### src/rtl/mchan_synch_array.sv
// rtl/mchan_synch_array.sv - per-SID outstanding command tracker with completion event queue
//
// Purpose:
//   Tracks outstanding TCDM and EXT commands for NB_TRANS transaction IDs.
//   TX/RX command grants add cmd_nb to both of a slot's counters. The TCDM
//   and EXT engines release one command per pulse. A slot that drains to
//   zero raises a pending completion event. Pending events are presented
//   lowest SID first on a valid/ready port.
//
// Optional feature macro: MCHAN_SYNCH_ERR_EN
//   defined   : counters clamp to 0 or saturate to all-ones; underflow,
//               overflow and lost events set sticky err_o bits, which
//               err_clr_i clears.
//   undefined : counters wrap, err_o is tied to 0 and err_clr_i is ignored.
//
// Ports:
//   clk_i, rst_ni                        clock, async active-low reset
//   mchan_{tx,rx}_{req,gnt,sid,cmd_nb}_i command adds from the arbiters
//   {tcdm,ext}_{tx,rx}_synch_{req,sid}_i single-command releases
//   trans_status_o                       per-slot busy, with a one-cycle tail
//   term_valid_o/term_sid_o/term_ready_i completion event port
//   err_o / err_clr_i                    sticky per-slot error / clear
module mchan_synch_array #(
    parameter int NB_TRANS        = 4,
    parameter int TRANS_SID_WIDTH = 2,
    parameter int MCHAN_LEN_WIDTH = 6,
    parameter int CNT_WIDTH       = 10
) (
    input  logic                       clk_i,
    input  logic                       rst_ni,
    input  logic                       mchan_tx_req_i,
    input  logic                       mchan_tx_gnt_i,
    input  logic [TRANS_SID_WIDTH-1:0] mchan_tx_sid_i,
    input  logic [MCHAN_LEN_WIDTH-1:0] mchan_tx_cmd_nb_i,
    input  logic                       mchan_rx_req_i,
    input  logic                       mchan_rx_gnt_i,
    input  logic [TRANS_SID_WIDTH-1:0] mchan_rx_sid_i,
    input  logic [MCHAN_LEN_WIDTH-1:0] mchan_rx_cmd_nb_i,
    input  logic                       tcdm_tx_synch_req_i,
    input  logic [TRANS_SID_WIDTH-1:0] tcdm_tx_synch_sid_i,
    input  logic                       tcdm_rx_synch_req_i,
    input  logic [TRANS_SID_WIDTH-1:0] tcdm_rx_synch_sid_i,
    input  logic                       ext_tx_synch_req_i,
    input  logic [TRANS_SID_WIDTH-1:0] ext_tx_synch_sid_i,
    input  logic                       ext_rx_synch_req_i,
    input  logic [TRANS_SID_WIDTH-1:0] ext_rx_synch_sid_i,
    output logic [NB_TRANS-1:0]        trans_status_o,
    output logic                       term_valid_o,
    output logic [TRANS_SID_WIDTH-1:0] term_sid_o,
    input  logic                       term_ready_i,
    output logic [NB_TRANS-1:0]        err_o,
    input  logic [NB_TRANS-1:0]        err_clr_i
);

    // Two extra bits hold the sign and the carry of the per-cycle sum.
    localparam int SW = CNT_WIDTH + 2;

    logic [NB_TRANS-1:0]        busy;
    logic [NB_TRANS-1:0]        busy_reg_q;
    logic [NB_TRANS-1:0]        set_evt;
    logic [NB_TRANS-1:0]        pop_mask;
    logic [NB_TRANS-1:0]        pending_d, pending_q;
    logic [NB_TRANS-1:0]        slot_err;
    logic [TRANS_SID_WIDTH-1:0] term_sid;
    logic                       found;

    for (genvar s = 0; s < NB_TRANS; s++) begin : g_slot
        localparam logic [TRANS_SID_WIDTH-1:0] SID = TRANS_SID_WIDTH'(s);

        logic                 add_tx, add_rx;
        logic                 rel_tt, rel_tr, rel_et, rel_er;
        logic [SW-1:0]        tx_nb, rx_nb;
        logic [SW-1:0]        tcdm_sum, ext_sum;
        logic [CNT_WIDTH-1:0] tcdm_cnt_d, tcdm_cnt_q;
        logic [CNT_WIDTH-1:0] ext_cnt_d, ext_cnt_q;

        // Slot indices never reach NB_TRANS, so out-of-range SIDs match nothing.
        assign add_tx = mchan_tx_req_i & mchan_tx_gnt_i & (mchan_tx_sid_i == SID);
        assign add_rx = mchan_rx_req_i & mchan_rx_gnt_i & (mchan_rx_sid_i == SID);
        assign rel_tt = tcdm_tx_synch_req_i & (tcdm_tx_synch_sid_i == SID);
        assign rel_tr = tcdm_rx_synch_req_i & (tcdm_rx_synch_sid_i == SID);
        assign rel_et = ext_tx_synch_req_i  & (ext_tx_synch_sid_i  == SID);
        assign rel_er = ext_rx_synch_req_i  & (ext_rx_synch_sid_i  == SID);

        assign tx_nb = add_tx ? SW'(mchan_tx_cmd_nb_i) : '0;
        assign rx_nb = add_rx ? SW'(mchan_rx_cmd_nb_i) : '0;

        // Two's complement sum: bit SW-1 set means the result went below zero.
        assign tcdm_sum = SW'(tcdm_cnt_q) + tx_nb + rx_nb - SW'(rel_tt) - SW'(rel_tr);
        assign ext_sum  = SW'(ext_cnt_q)  + tx_nb + rx_nb - SW'(rel_et) - SW'(rel_er);

`ifdef MCHAN_SYNCH_ERR_EN
        logic tcdm_neg, tcdm_ovf, ext_neg, ext_ovf;

        assign tcdm_neg = tcdm_sum[SW-1];
        assign ext_neg  = ext_sum[SW-1];
        assign tcdm_ovf = ~tcdm_sum[SW-1] & tcdm_sum[SW-2];
        assign ext_ovf  = ~ext_sum[SW-1]  & (|ext_sum[SW-2:CNT_WIDTH]);

        assign tcdm_cnt_d = tcdm_neg ? '0 : (tcdm_ovf | tcdm_sum[CNT_WIDTH]) ? '1
                                          : tcdm_sum[CNT_WIDTH-1:0];
        assign ext_cnt_d  = ext_neg  ? '0 : ext_ovf ? '1 : ext_sum[CNT_WIDTH-1:0];

        // A completion landing on a still-pending, un-popped slot is lost.
        assign slot_err[s] = tcdm_neg | tcdm_ovf | tcdm_sum[CNT_WIDTH] & ~tcdm_neg
                           | ext_neg | ext_ovf
                           | (set_evt[s] & pending_q[s] & ~pop_mask[s]);
`else
        logic unused_sum_hi;

        assign tcdm_cnt_d    = tcdm_sum[CNT_WIDTH-1:0];
        assign ext_cnt_d     = ext_sum[CNT_WIDTH-1:0];
        assign unused_sum_hi = ^{tcdm_sum[SW-1:CNT_WIDTH], ext_sum[SW-1:CNT_WIDTH]};
        assign slot_err[s]   = 1'b0;
`endif

        always_ff @(posedge clk_i or negedge rst_ni) begin
            if (!rst_ni) begin
                tcdm_cnt_q <= '0;
                ext_cnt_q  <= '0;
            end else begin
                tcdm_cnt_q <= tcdm_cnt_d;
                ext_cnt_q  <= ext_cnt_d;
            end
        end

        assign busy[s] = (|tcdm_cnt_q) | (|ext_cnt_q);
    end

    // Falling edge of the registered busy marks a completion.
    assign set_evt = busy_reg_q & ~busy;

    // Fixed priority: lowest pending SID is presented and popped.
    always_comb begin
        term_sid = '0;
        pop_mask = '0;
        found    = 1'b0;
        for (int i = 0; i < NB_TRANS; i++) begin
            if (pending_q[i] && !found) begin
                found       = 1'b1;
                term_sid    = TRANS_SID_WIDTH'(i);
                pop_mask[i] = term_ready_i;
            end
        end
    end

    // Set dominates a same-cycle pop of the same slot.
    assign pending_d = set_evt | (pending_q & ~pop_mask);

    always_ff @(posedge clk_i or negedge rst_ni) begin
        if (!rst_ni) begin
            busy_reg_q <= '0;
            pending_q  <= '0;
        end else begin
            busy_reg_q <= busy;
            pending_q  <= pending_d;
        end
    end

`ifdef MCHAN_SYNCH_ERR_EN
    logic [NB_TRANS-1:0] err_q;

    // A new error dominates a same-cycle clear.
    always_ff @(posedge clk_i or negedge rst_ni) begin
        if (!rst_ni) begin
            err_q <= '0;
        end else begin
            err_q <= slot_err | (err_q & ~err_clr_i);
        end
    end

    assign err_o = err_q;
`else
    logic unused_err;

    assign unused_err = ^{err_clr_i, slot_err};
    assign err_o      = '0;
`endif

    assign trans_status_o = busy | busy_reg_q;
    assign term_valid_o   = |pending_q;
    assign term_sid_o     = term_sid;

endmodule
### config.mk
export PLATFORM = sky130hd
export DESIGN_NAME = mchan_synch_array
export DESIGN_NICKNAME = d
export VERILOG_FILES = /design/src/rtl/mchan_synch_array.sv
export SDC_FILE = /design/constraint.sdc
export NUM_CORES = 1
export LEC_CHECK = 0
export BUFFER_PORTS_ARGS = -buffer_cell sky130_fd_sc_hd__buf_4
export CORE_AREA = 5 5 120 122
export CTS_CLUSTER_SIZE = 16
export DETAILED_ROUTE_END_ITERATION = 16
export DIE_AREA = 0 0 125 127
export PLACE_DENSITY = 0.88
export SKIP_CTS_REPAIR_TIMING = 1
export SYNTH_ARGS = -nofsm -noshare
export SYNTH_HDL_FRONTEND = slang
export SYNTH_SLANG_ARGS = --single-unit
### constraint.sdc
create_clock -name clk_i -period 3.7 [get_ports clk_i]
set_clock_uncertainty 0.15 [all_clocks]
set_input_delay 0 -clock clk_i [delete_from_list [all_inputs] [get_ports clk_i]]
set_output_delay 0 -clock clk_i [all_outputs]
set_load 0.02 [all_outputs]
Word level (Yosys, flattened, before mapping)
Index checks and enable logic that the tools add are counted.

storage, ports and cells
  input bits = 39
  output and inout port bits = 11
  flip-flop bits (word level) = 88
  word-level logic and storage cells = 135

operators by class
  reduce and logical (&&, ||, !) cells = 21
  equality and inequality tests = 18
  mux-type cells = 18
  $add $sub $neg = 32
  bitwise logic cells = 36

operators by type and width
  cell                  count
  $add A10 B6 Y10       16
  $sub A10 B1 Y10       16
  $reduce_or A10 Y1     8
  $mux W6               8
  $and A1 B1 Y1         26
  $eq A2 B2 Y1 const B  12
  $eq A2 B1 Y1 const B  6
  $logic_not A2 Y1      6
  $and A4 B4 Y4         2
  $mux W1               8
  $not A4 Y4            2
  $or A4 B4 Y4          2
  $mux W2               2
  $or A1 B1 Y1          4
  $reduce_or A4 Y1      1
  $logic_and A1 B1 Y1   3
  $logic_not A1 Y1      3

Logic depth before layout (Yosys ltp)
  depth after elaboration = 13
  mapped depth = 15
  mapped depth without buffers = 14

Worst setup path before layout
OpenSTA, ideal clock, no wires.

  kind = input-to-reg
  from = input port mchan_tx_req_i
  to = register g_slot[1].ext_cnt_q[7]
  cell stages on the path = 13
  slack = -38 ps
  arrival = 3,461 ps
  path buffers = 0
  library setup time = 127 ps
  data required time = 3,423 ps
  path through = nand2_1 > nor3b_1 > nand2_1 > fa_1 > fa_1 > inv_1 > fa_1 > ha_1 > fa_1 > a21o_1 > a21oi_1 > o21ai_1 > xor2_1

between the ends
  word-level cells in the longest chain between the ends = 7

ends and longest elaborated chain
  item                          line  text
  start, declared               31    input logic mchan_tx_req_i,
  $and A1 B1 Y1 (2 in a row)    78    assign add_tx = mchan_tx_req_i & mchan_tx_gnt_i & (mchan_tx_sid_i == SID);
  $mux W6                       85    assign tx_nb = add_tx ? SW'(mchan_tx_cmd_nb_i) : '0;
  $add A10 B6 Y10 (2 in a row)  90    assign ext_sum = SW'(ext_cnt_q) + tx_nb + rx_nb - SW'(rel_et) - SW'(rel_er);
  $sub A10 B1 Y10 (2 in a row)  90
  net g_slot[1].ext_sum[7]      73    logic [SW-1:0] tcdm_sum, ext_sum;
  end signal, assigned          123   ext_cnt_q <= ext_cnt_d;
  end, declared                 75    logic [CNT_WIDTH-1:0] ext_cnt_d, ext_cnt_q;

The timed path passes the listed nets, and every way through them passes these cells.

Final worst setup path
  from = input port mchan_tx_sid_i[1]
  to = register g_slot[0].tcdm_cnt_q[7]

between the ends
  word-level cells in the longest chain between the ends = 7

ends and longest elaborated chain
  item                          line  text
  start, declared               33    input logic [TRANS_SID_WIDTH-1:0] mchan_tx_sid_i,
  $logic_not A2 Y1              78
  $and A1 B1 Y1                 78
  $mux W6                       85
  $add A10 B6 Y10 (2 in a row)  89    assign tcdm_sum = SW'(tcdm_cnt_q) + tx_nb + rx_nb - SW'(rel_tt) - SW'(rel_tr);
  $sub A10 B1 Y10 (2 in a row)  89
  net g_slot[0].tcdm_sum[7]     73
  end signal, assigned          122   tcdm_cnt_q <= tcdm_cnt_d;
  end, declared                 74    logic [CNT_WIDTH-1:0] tcdm_cnt_d, tcdm_cnt_q;

The timed path passes the listed nets, and every way through them passes these cells.

==> metrics list <==
- In the global route stage, met3 resource usage came out at 0.0438.
* Kind of path behind the tightest hold check: in -> async
* Port Buffer Count: slightly above 40
- Hold Worst Slack: 183 ps
* Count of flip-flops with a built-in enable after synthesis: 0
- Final Util: 0.712
- Slew HR: 0.373
- Standard cell area after detailed placement: ~0.0090 sq mm
- Number of clock sinks seen by CTS: 88
* Final routed wirelength across all metal layers: ~19 mm
- Clock-pin slew was measured on the worst setup and hold paths at approximately 70 ps.
* Critical Path, Cell by Cell: buf_4, nor3_1, nand2_1, fa_1, fa_1, fa_1, inv_1, ha_1, fa_1, a21o_1, a21oi_1, o21ai_1, xor2_1
* Crit path setup slack, layout: approximately 270 ps
- Adding up every negative setup slack in the final design gives 0 ps.
* Met1 Resource Use GR: 0.302
- Final Instance Area: 0.00932 sq mm
- Most area-hungry cell type in the Yosys netlist: dfrtp_1
- In this run the clock root is driven by a clkbuf_16.
- The share of synthesized area in the top cell type comes to 0.263.
- Top cells by area, synth: dfrtp_1, ha_1, fa_1
- Num CTS Buffers: 9
- Critical path buffers and inverters: 2
* Commonest non-fill, non-tap cell in the layout: inv_1
* CP Launch Point: mchan_tx_sid_i[1]
- During synthesis, Yosys emitted a total of 0 warnings.
* Post-placement setup slack: -74.5 ps
- Non-filler instance count after layout: between 1k and 1.5k
* Final Slew Violations: 0
- Mapped cell area: about 0.0084 sq mm
- H-tree depth reported by CTS: 3
- The congestion estimate from routability-driven global placement came to a little under 0.9.
- Layout net count: around 1.2k
* Slowest library cell on the worst path: fa_1
* Category of the worst setup path launch point: input pin
* Actual slew at the worst max-slew pin: about 940 ps
- Biggest cell delay along the critical path: around 540 ps
* Post-Synthesis Cells: between 800 and 900
- Power per unit of standard cell area: 934 mW/mm^2
- The worst register-to-register path begins at g_slot[0].tcdm_cnt_q[1].
* Global-route congestion overflow total: 0
- After detailed routing, the number of vias per cell comes to approximately 5.6.
- Synth-to-Final Area Change: 11.5%
- Period utilization: 0.927
- Share of post-route cells with drive strength above 1: 0.0840
- The floorplan step set the die height to between 100 and 150 microns.
* Library cell appearing most often on the critical path: fa_1
- Crit path DAT: 3520 ps
- Max-cap violations in this run came to 0.
- In this run the static leakage power is between 4 and 5 nW.
- TritonCTS built the clock tree.
* RSZ-0062 raised after global routing: no
- The count of nets left with antenna violations once routing finished came out at 0.
- Unique masters post-synth: between 40 and 50
- Async set or reset register ratio after synthesis: 1.00
- After synthesis, the mean cell area works out to 9.62 sq um.
- The initialized floorplan defines 42 standard-cell rows.
* Final setup violation count: 0
* Number of top-level pins: 50
- The first global-routing pass estimated between 30 and 40 mm of wire.
- In the synthesized netlist the dominant register cell turns out to be dfrtp_1.
- The number of antenna violations at the first check in global routing came to 0.
- In this run the worst path has a maximum fanout of 4.
* Vias after detailed routing: between 6k and 7k
- Met2 global-route usage: 0.427
- 0 antenna diodes ended up in the layout.
* PnR Total Power: slightly below 9 mW
- Measured along the x axis, the die boundary spans around 130 microns.
* Clock latency reported for the late side of the worst-skew pair: 350 ps
- Synthesis inferred between 80 and 90 register bits.
- Clock period minus final worst setup slack: between 3000 and 4000 ps
* Setup Crit Path Kind: in -> reg
- Based on the critical path, the design can be clocked at up to ~290 MHz.
- Commonest cells after routing, fill and taps aside: inv_1, ha_1, nand2_1, dfrtp_1, fa_1
- Via count of the first global-routing pass: 6601
* Most Crowded Layer GR: met2
- Endpoint class of the critical path: flop
* Run status: completed
- Residual DRC count: 0
* Drt first pass iters: 5
- Entering global routing, the biggest net connects 70 pins.
- Floorplan core area: around 0.013 sq mm
- DP HPWL: approximately 14 mm
- WL/cell: approximately 17 microns
- Initial core utilization: 0.639
- Number of cells after detailed placement: ~1.1k
- Sequential fraction of the synthesis area: 0.263
- Initial DRC count: between 400 and 500
- Kind of cell adding the most delay to the critical path: adder cells
* Max rail drop VDD: 452 uV
* Global-route usage over all layers: 0.249
* Full die area: 0.0159 sq mm
- The number of endpoints with negative hold slack in the final report was 0.
- The longest clock path from root to sink contains 2 buffers.
- Crit path required time: approximately 3800 ps
==> Yosys cell counts, types with 6 or more instances <==
library cell / n
a211oi_1: 10
a21o_1: 13
a21oi_1: 39
and4b_1: 6
dfrtp_1: 88
fa_1: 69
ha_1: 131
inv_1: 191
nand2_1: 91
nand3_1: 8
nor2_1: 15
nor2b_1: 9
nor3_1: 18
nor3b_1: 8
nor4b_1: 6
o21a_1: 7
o21ai_0: 10
o21ai_1: 13
o21bai_1: 9
o31ai_1: 7
xnor2_1: 35
xor2_1: 23
==> flip-flops by register name, summed over array words and instances (netlist names) <==
name	cells
g_slot.tcdm_cnt_q	40
g_slot.ext_cnt_q	40
busy_reg_q	4
pending_q	4
==> cell families (layout without fill, tap and decap cells) <==
kind of cell | count (synthesis) | after routing | share of synthesized area
AND/OR/NAND/NOR | 192 | 192 | 0.120
adder cells (fa/ha/maj) | 200 | 200 | 0.361
other | 1 | 4 | 0.000449
flip-flops | 88 | 88 | 0.263
AO/OA/AOI/OAI | 126 | 126 | 0.0970
XOR/XNOR | 58 | 58 | 0.0608
multiplexers | 5 | 5 | 0.00599
buffers and inverters | 199 | 267 | 0.0912
==> report_power, final <==
group	internal, mW	leakage (nW)	switching [mW]	total, mW
registers	1.53	1.02	0.273	1.81
logic	2.65	3.75	3.28	5.93
clock network	0.558	0.148	0.411	0.969
total	4.74	4.92	3.96	8.70
==> metal layers <==
metal,wire length [microns],vias up
met1,7530,3043
met3,1100,52
met2,9310,196
li1,-,2968
met5,0,-
met4,795,0
==> path summary, 6_finish.rpt <==
| path | end | slack, ps | depth (start not counted) |
|---|---|---|---|
| worst max-delay path | g_slot[0].tcdm_cnt_q[7] | 270 | 13 |
| worst min-delay path | g_slot[2].tcdm_cnt_q[6] | 180 | 2 |
| worst max register to register | g_slot[0].tcdm_cnt_q[7] | 990 | 9 |
| worst min register to register | g_slot[2].tcdm_cnt_q[0] | 370 | 1 |
| max in group asynchronous | pending_q[0] | 2380 | 3 |
| min in group clk_i | g_slot[2].tcdm_cnt_q[0] | 200 | 6 |
==> layout make-up <==
| type | instances | area [sq um] |
|---|---|---|
| inverter | 191 | 717 |
| clock inverter | 5 | 55.1 |
| tap | 176 | 220 |
| timing repair buffer | 60 | 458 |
| multi-input combinational | 585 | 5410 |
| sequential | 88 | 2200 |
| fill | 877 | 3770 |
| clock buffer | 11 | 253 |
==> worst reg2reg max path, delay by kind of cell, from the launching register on <==
family                   cells  cell delay [ps]
flip-flops                   1              350
buffers and inverters        2              110
XOR/XNOR                     1              150
adder cells (fa/ha/maj)      3             1230
AO/OA/AOI/OAI                3              600
Note: power is estimated with default switching activity, not from simulation.
